`src/rtl/fpu_ss_pkg.sv`:
```
`default_nettype none
// ============================================================================
// Module : fpu_ss_pkg
// Shared FPU-subsystem types: writeback source IDs and FP register addresses.
// Rev    : 1.0
// ============================================================================
package fpu_ss_pkg;

    typedef enum logic [0:0] {
        WbFpu = 1'b0,
        WbLsu = 1'b1
    } wb_src_e;

    localparam int unsigned FPR_ADDR_W = 5;
    typedef logic [FPR_ADDR_W-1:0] fpr_addr_t;

    // Width needed to count 0..num_wb simultaneous writebacks to one register.
    function automatic int unsigned dec_width(input int unsigned num_wb);
        return (num_wb > 0) ? $clog2(num_wb + 1) : 1;
    endfunction

endpackage
`default_nettype wire

```
`src/rtl/fpu_ss_pending_cnt.sv`:
```
`default_nettype none
// ============================================================================
// Module : fpu_ss_pending_cnt
// Pending-write counter for one FP register; clamps and flags under/overflow.
// Rev    : 1.0
// ============================================================================
module fpu_ss_pending_cnt #(
    parameter int unsigned CNT_WIDTH = 2,
    parameter int unsigned DEC_WIDTH = 2
) (
    input  logic                 clk_i,
    input  logic                 rst_i,
    input  logic                 inc_i,
    input  logic [DEC_WIDTH-1:0] dec_i,
    output logic [CNT_WIDTH-1:0] cnt_o,
    output logic                 busy_o,
    output logic                 sat_o,
    output logic                 underflow_o,
    output logic                 overflow_o
);

    localparam int unsigned c_sum_w = ((CNT_WIDTH > DEC_WIDTH) ? CNT_WIDTH : DEC_WIDTH) + 1;
    localparam logic [c_sum_w-1:0] c_max = c_sum_w'((1 << CNT_WIDTH) - 1);

    logic [CNT_WIDTH-1:0] cnt_q;
    logic [CNT_WIDTH-1:0] cnt_d;
    logic [c_sum_w-1:0]   w_sum;
    logic [c_sum_w-1:0]   w_dec;
    logic [c_sum_w-1:0]   w_net;

    // Wide intermediate so increment and decrement net out before clamping.
    always_comb begin
        w_sum       = c_sum_w'(cnt_q) + c_sum_w'(inc_i);
        w_dec       = c_sum_w'(dec_i);
        w_net       = w_sum - w_dec;
        underflow_o = (w_dec > w_sum);
        overflow_o  = 1'b0;
        cnt_d       = CNT_WIDTH'(w_net);
        if (underflow_o) begin
            cnt_d = '0;
        end else if (w_net > c_max) begin
            overflow_o = 1'b1;
            cnt_d      = '1;
        end
    end

    always_ff @(posedge clk_i) begin
        if (rst_i) begin
            cnt_q <= '0;
        end else begin
            cnt_q <= cnt_d;
        end
    end

    assign cnt_o  = cnt_q;
    assign busy_o = |cnt_q;
    assign sat_o  = &cnt_q;

endmodule
`default_nettype wire

```
`src/rtl/fpu_ss_hazard_unit.sv`:
```
`default_nettype none
// ============================================================================
// Module : fpu_ss_hazard_unit
// Operand-hazard, forwarding and commit tracker gating issue of the head instr.
// Optional: FPU_SS_HAZARD_PERF_CNT_EN enables the stalled-cycle counter.
// Rev    : 1.0
// ============================================================================
module fpu_ss_hazard_unit
    import fpu_ss_pkg::*;
#(
    parameter  int unsigned NUM_REGS     = 32,
    parameter  int unsigned NUM_OPERANDS = 3,
    parameter  int unsigned NUM_WB       = 2,
    parameter  int unsigned ID_WIDTH     = 4,
    parameter  int unsigned CNT_WIDTH    = 2,
    parameter  int unsigned ALLOW_WAW    = 0,
    parameter  int unsigned FORWARDING   = 1,
    localparam int unsigned AW           = $clog2(NUM_REGS)
) (
    input  logic                           clk_i,
    input  logic                           rst_i,
    input  logic                           issue_valid_i,
    output logic                           issue_ready_o,
    input  logic [ID_WIDTH-1:0]            issue_id_i,
    input  logic [NUM_OPERANDS*AW-1:0]     rs_addr_i,
    input  logic [NUM_OPERANDS-1:0]        rs_used_i,
    input  logic [AW-1:0]                  rd_addr_i,
    input  logic                           rd_we_i,
    input  logic                           commit_valid_i,
    input  logic [ID_WIDTH-1:0]            commit_id_i,
    input  logic                           commit_kill_i,
    input  logic                           retire_valid_i,
    input  logic [ID_WIDTH-1:0]            retire_id_i,
    input  logic [NUM_WB-1:0]              wb_valid_i,
    input  logic [NUM_WB*AW-1:0]           wb_addr_i,
    output logic [NUM_OPERANDS*NUM_WB-1:0] fwd_sel_o,
    output logic                           stall_raw_o,
    output logic                           stall_commit_o,
    output logic                           err_o,
    output logic [31:0]                    perf_stall_cnt_o
);

    localparam int unsigned c_dec_w   = dec_width(NUM_WB);
    localparam int unsigned c_num_ids = 2 ** ID_WIDTH;

    logic [CNT_WIDTH-1:0]           w_cnt   [NUM_REGS];
    logic [c_dec_w-1:0]             w_dec   [NUM_REGS];
    logic [NUM_REGS-1:0]            w_busy;
    logic [NUM_REGS-1:0]            w_sat;
    logic [NUM_REGS-1:0]            w_under;
    logic [NUM_REGS-1:0]            w_over;
    logic [NUM_REGS-1:0]            w_inc;
    logic [NUM_WB-1:0]              w_match [NUM_OPERANDS];
    logic [NUM_OPERANDS-1:0]        w_raw_op;
    logic [NUM_OPERANDS*NUM_WB-1:0] w_fwd_sel;
    logic                           w_commit_set;
    logic                           w_committed_ok;
    logic                           w_raw;
    logic                           w_waw;
    logic                           w_sat_hit;
    logic [c_num_ids-1:0]           commit_q;
    logic [c_num_ids-1:0]           commit_d;
    logic                           err_q;

    always_comb begin
        for (int k = 0; k < NUM_OPERANDS; k++) begin
            for (int w = 0; w < NUM_WB; w++) begin
                w_match[k][w] = wb_valid_i[w] & rs_used_i[k]
                              & (wb_addr_i[w*AW +: AW] == rs_addr_i[k*AW +: AW]);
            end
        end
    end

    // Descending scan so the lowest-index matching source wins the select.
    always_comb begin
        w_fwd_sel = '0;
        w_raw_op  = '0;
        for (int k = 0; k < NUM_OPERANDS; k++) begin
            if (FORWARDING != 0) begin
                for (int w = NUM_WB - 1; w >= 0; w--) begin
                    if (w_match[k][w]) begin
                        w_fwd_sel[k*NUM_WB +: NUM_WB] = NUM_WB'(1) << w;
                    end
                end
            end
            w_raw_op[k] = rs_used_i[k] & w_busy[rs_addr_i[k*AW +: AW]]
                        & ~((FORWARDING != 0)
                            & (w_cnt[rs_addr_i[k*AW +: AW]] == CNT_WIDTH'(1))
                            & (|w_match[k]));
        end
    end

    always_comb begin
        w_commit_set   = commit_valid_i & ~commit_kill_i;
        w_committed_ok = commit_q[issue_id_i] | (w_commit_set & (commit_id_i == issue_id_i));
        w_raw          = |w_raw_op;
        w_waw          = rd_we_i & w_busy[rd_addr_i] & (ALLOW_WAW == 0);
        w_sat_hit      = rd_we_i & w_sat[rd_addr_i];
    end

    assign issue_ready_o  = issue_valid_i & w_committed_ok & ~w_raw & ~w_waw & ~w_sat_hit;
    assign stall_raw_o    = issue_valid_i & (w_raw | w_waw | w_sat_hit);
    assign stall_commit_o = issue_valid_i & ~w_committed_ok & ~stall_raw_o;
    assign fwd_sel_o      = w_fwd_sel;
    assign err_o          = err_q;

    always_comb begin
        for (int r = 0; r < NUM_REGS; r++) begin
            w_inc[r] = issue_ready_o & rd_we_i & (rd_addr_i == AW'(r));
            w_dec[r] = '0;
            for (int w = 0; w < NUM_WB; w++) begin
                if (wb_valid_i[w] && (wb_addr_i[w*AW +: AW] == AW'(r))) begin
                    w_dec[r] = w_dec[r] + c_dec_w'(1);
                end
            end
        end
    end

    for (genvar r = 0; r < NUM_REGS; r++) begin : g_cnt
        fpu_ss_pending_cnt #(
            .CNT_WIDTH (CNT_WIDTH),
            .DEC_WIDTH (c_dec_w)
        ) u_cnt (
            .clk_i       (clk_i),
            .rst_i       (rst_i),
            .inc_i       (w_inc[r]),
            .dec_i       (w_dec[r]),
            .cnt_o       (w_cnt[r]),
            .busy_o      (w_busy[r]),
            .sat_o       (w_sat[r]),
            .underflow_o (w_under[r]),
            .overflow_o  (w_over[r])
        );
    end

    // A commit and a retire of the same ID in one cycle leave the bit set.
    always_comb begin
        commit_d = commit_q;
        for (int i = 0; i < c_num_ids; i++) begin
            if (w_commit_set && (commit_id_i == ID_WIDTH'(i))) begin
                commit_d[i] = 1'b1;
            end else if (retire_valid_i && (retire_id_i == ID_WIDTH'(i))) begin
                commit_d[i] = 1'b0;
            end
        end
    end

    always_ff @(posedge clk_i) begin
        if (rst_i) begin
            commit_q <= '0;
            err_q    <= 1'b0;
        end else begin
            commit_q <= commit_d;
            if ((|w_under) | (|w_over)) begin
                err_q <= 1'b1;
            end
        end
    end

`ifdef FPU_SS_HAZARD_PERF_CNT_EN
    logic [31:0] perf_q;

    always_ff @(posedge clk_i) begin
        if (rst_i) begin
            perf_q <= '0;
        end else if (stall_raw_o | stall_commit_o) begin
            perf_q <= perf_q + 32'd1;
        end
    end

    assign perf_stall_cnt_o = perf_q;
`else
    assign perf_stall_cnt_o = '0;
`endif

endmodule
`default_nettype wire

```
`config.mk`:
```
export PLATFORM = sky130hd
export DESIGN_NAME = fpu_ss_hazard_unit
export DESIGN_NICKNAME = d
export VERILOG_FILES = /design/src/rtl/fpu_ss_pkg.sv /design/src/rtl/fpu_ss_pending_cnt.sv /design/src/rtl/fpu_ss_hazard_unit.sv
export SDC_FILE = /design/constraint.sdc
export NUM_CORES = 1
export LEC_CHECK = 0
export CAP_MARGIN = 10
export CELL_PAD_IN_SITES_DETAIL_PLACEMENT = 0
export CELL_PAD_IN_SITES_GLOBAL_PLACEMENT = 2
export CORE_AREA = 2 2 237 145
export CTS_CLUSTER_DIAMETER = 150
export DETAILED_ROUTE_END_ITERATION = 8
export DIE_AREA = 0 0 239 147
export PLACE_DENSITY = 0.89
export SYNTH_ARGS = -nofsm -noshare
export SYNTH_HDL_FRONTEND = slang
export SYNTH_HIERARCHICAL = 1
export SYNTH_SLANG_ARGS = --single-unit
```
`constraint.sdc`:
```
create_clock -name clk_i -period 4.57 [get_ports clk_i]
set_input_delay 0.457 -clock clk_i [delete_from_list [all_inputs] [get_ports clk_i]]
set_output_delay 0.457 -clock clk_i [all_outputs]
set_load 0.01 [all_outputs]
```
==> summary.md <==
| Metric | Value |
|---|---|
| Status | finished, violations left |
| Failing checks | negative setup slack |
| Crit path required time | 4800 ps |
| Synthesis warning total | 6 |
| Area Overhead vs Synth | 45.00% |
| DRC Markers | 0 |
| Clock Path Buffers | 2 |
| Arr. time, crit path | 5130 ps |
| Place WS | -1003 ps |
| Worst Skew | 14.49 ps |
| Fin crit period | 4899 ps |
| Static leakage | 6.932 nW |
| Multi-input gate area | 9256 um^2 |
| Post-synthesis xor/xnor area fraction | 5.207% |
| Cell Area, Placed | 14,710 um^2 |
| Adder-cell share of the synthesized area | 25.97% |
| Synth Cell Area | 11,100 um^2 |
| Via count | 11,630 |
| GR Overflow Total | 0 |
| Top FF cell, synth | dfxtp_1 |
| Largest net degree at the start of global routing | 58 |
| Crit-path cells | buf_4 > nor2b_1 > mux4_2 > a221oi_2 > o211ai_1 > a311o_1 > buf_4 > and4_4 > and3_4 > ha_2 > inv_1 > ha_2 > fa_2 > xnor2_2 > nor2_1 > nor4_2 > buf_4 > nand4_1 > nor4_2 > a41oi_1 |
| Multiplexer share of the synthesized area | 11.55% |
| Post-synth EDFFs | 0 |
| Post-CTS Hold Buffers | 0 |
| Peak supply drop | 0.0002113 V |
| Nets@finish | 1,907 |
| Actual slew at the worst max-slew pin | 732.5 ps |
| Reg2reg setup slack | -330 ps |
| Power per cell area | 163.8 nW/um^2 |
| Critical path type | reg2reg |
| WL/cell | 21.92 um |
| Peak Freq | 204.1 MHz |
| Tcrit/Tclk final | 107.2% |
| Pwr Total | 2.636 mW |
| Path category of the worst min-delay check | reg2reg |
| Yosys reg bits | 81 |
| Gate Count Post-Synth | 1,249 |
| Initial DRC count | 1,332 |
| CTS Buf Count | 9 |
| Layout cell share with drive strength beyond 1 | 37.54% |
| H-tree levels | 3 |
| Final WL | 46,000 um |
| Endpoints failing hold | 0 |
| Mean Syn Cell Area | 8.888 um^2 |
| RSZ-0062 raised after global routing | yes |
| Row cnt | 52 |
| Initial antenna violation count | 2 |
| GRT Util Overall | 26.81% |
| Max-slew violation count | 0 |
| WHS | 479.1 ps |
| IO Count | 96 |
| Relative slew slack | 51.16% |
| Vias in the first global route | 11,860 |
| Detailed Place HPWL | 37,090 um |
| Final core utilization | 48.51% |
| Fin cells | 2,099 |
| Final Cell Area | 16,100 um^2 |
| Storage element area | 1633 um^2 |
| Dpl cells | 2,046 |
| Critical Path Sink Type | register |
| CTS sink count | 81 |
| Die height | 147 um |
| Antenna-violating nets left | 0 |
| Distinct cells, synth | 64 |
| Main combinational cell family by area after synthesis | adder cells |
| Fillers | 3,083 |
| Max incr delay on CP | 520 ps |
| CTS tree | built |
| Die width | 239 um |
| Worst Setup Start Kind | register |
| First-pass GRT wire length | 70,110 um |
| CP Max Fanout | 7 |
| DR vias/cell | 5.541 |
| Worst setup margin | -328.8 ps |
| Asr flop ratio synth | 0% |
| CP max-delay cell | mux4_2 |
| Max cap viols | 0 |
| Iteration count of the initial detailed-routing pass | 6 |
| CP most frequent cell | buf_4 |
| Synth Area in Simple Gates | 21.01% |
| Final setup violation count | 1 |
| CTS clock-pin slew for the worst setup and hold paths | 70 ps |
| Clock latency on the worst-skew pair | 390 ps |
| Setup TNS | -328.8 ps |
| Gpl congestion | 1.038 |
| Complex-gate fraction of the synthesized area | 12.48% |
| Post-synthesis sequential area ratio | 14.61% |
| Die ar. | 35,130 um^2 |
| Initial core utilization | 33.45% |
| Core region area | 33,180 um^2 |
| I/O Buffers | 63 |
| Root Buffer Master | clkbuf_16 |
-- layout by cell type, fill, tap and decap left out, types with 33 or more instances in the layout --
master	Yosys	final
a211oi_1	67	67
and2_1	35	33
buf_4	36	365
clkdlybuf4s50_1	0	54
dfxtp_1	81	72
fa_1	64	50
ha_1	128	110
inv_1	134	133
mux4_2	47	47
nand2_1	41	40
nand2b_1	38	34
nor2_1	116	111
xnor2_1	57	44
-- routing by layer --
layer | GRT usage [%] | share of wire (%) | up-vias
li1 | - | - | 5189
met1 | 37.92 | 44 | 5640
met2 | 36.64 | 39 | 690
met3 | 11.67 | 14 | 110
met4 | 7.125 | 2.5 | 2
met5 | 1.515 | 0.12 | -
-- cells in the mapped netlist, types with 5 or more instances --
cell type / instances / area, um^2
a221oi_1: 7 / 61.31
clkbuf_1: 25 / 93.84
nor2_1: 116 / 435.4
mux2i_1: 19 / 190.2
nand2_1: 41 / 153.9
and3_1: 11 / 68.82
mux4_2: 47 / 1059
nand4_1: 13 / 81.33
or2_2: 41 / 256.5
a211oi_1: 67 / 503.0
xor2_1: 9 / 78.83
o31a_1: 32 / 280.3
a21oi_1: 21 / 105.1
xnor2_1: 57 / 499.2
buf_1: 9 / 33.78
inv_1: 134 / 503.0
nor2b_1: 34 / 212.7
nor3b_1: 6 / 45.04
dfxtp_1: 81 / 1622
buf_4: 36 / 270.3
fa_1: 64 / 1281
buf_2: 16 / 80.08
nand2b_1: 38 / 237.7
nor3_1: 27 / 135.1
nand4b_1: 5 / 43.79
nor4_1: 28 / 175.2
o21ai_0: 24 / 120.1
nor4_2: 7 / 87.58
and2_1: 35 / 219.0
ha_1: 128 / 1602
nand3_1: 19 / 95.09
-- critical path: cells and delay by family (launching register included) --
family | cells | cell delay [ps]
adder cells (fa/ha/maj) | 3 | 860
buffers and inverters | 4 | 580
multiplexers | 1 | 520
XOR/XNOR | 1 | 160
AND/OR/NAND/NOR | 7 | 1400
AO/OA/AOI/OAI | 4 | 890
flip-flops | 1 | 320
-- flip-flops by register name, indices dropped and copies added (netlist names) --
name,count
g_cnt.u_cnt/cnt_o,64
commit_q,16
err_o,1
-- kinds of logic after synthesis --
group / count (synthesis)
DFF: 81
AOI/OAI and AO/OA: 186
other: 1
buffers and inverters: 225
xor gates and xnor gates: 66
and+or+nand+nor: 429
adders and majority gates: 192
muxes: 69
-- layout make-up --
type                       count  share of cell area [%]
clock buffer                  12                   1.594
sequential                    81                   10.14
clock inverter                 3                  0.1477
multi-input combinational    975                   57.51
timing repair buffer         457                   24.01
inverter                     137                   3.211
antenna                        2                 0.03109
tap                          432                   3.358
-- timing repair --
action / 4_1_cts / 5_1_grt
endpoints found under the setup margin: 2 / 1
pin swaps: 92 / 6
resized for setup: 171 / 11
hold endpoints to repair: 0 / 0
gates cloned: 4 / 0
buffers inserted: 33 / 2
-- report_power, final --
group	total, mW	internal (mW)	switching, mW
Combinational	1.12	0.539	0.582
Clock	0.760	0.397	0.362
Sequential	0.756	0.736	0.0195
-- worst paths after layout --
check                 to                    start  depth (start not counted)
max                err_o  g_cnt[2].u_cnt/cnt_o[0]                         20
min          commit_q[0]              commit_q[0]                          2
max reg2reg        err_o  g_cnt[2].u_cnt/cnt_o[0]                         20
min reg2reg  commit_q[0]              commit_q[0]                          2
(Power assumes the default switching activity.)
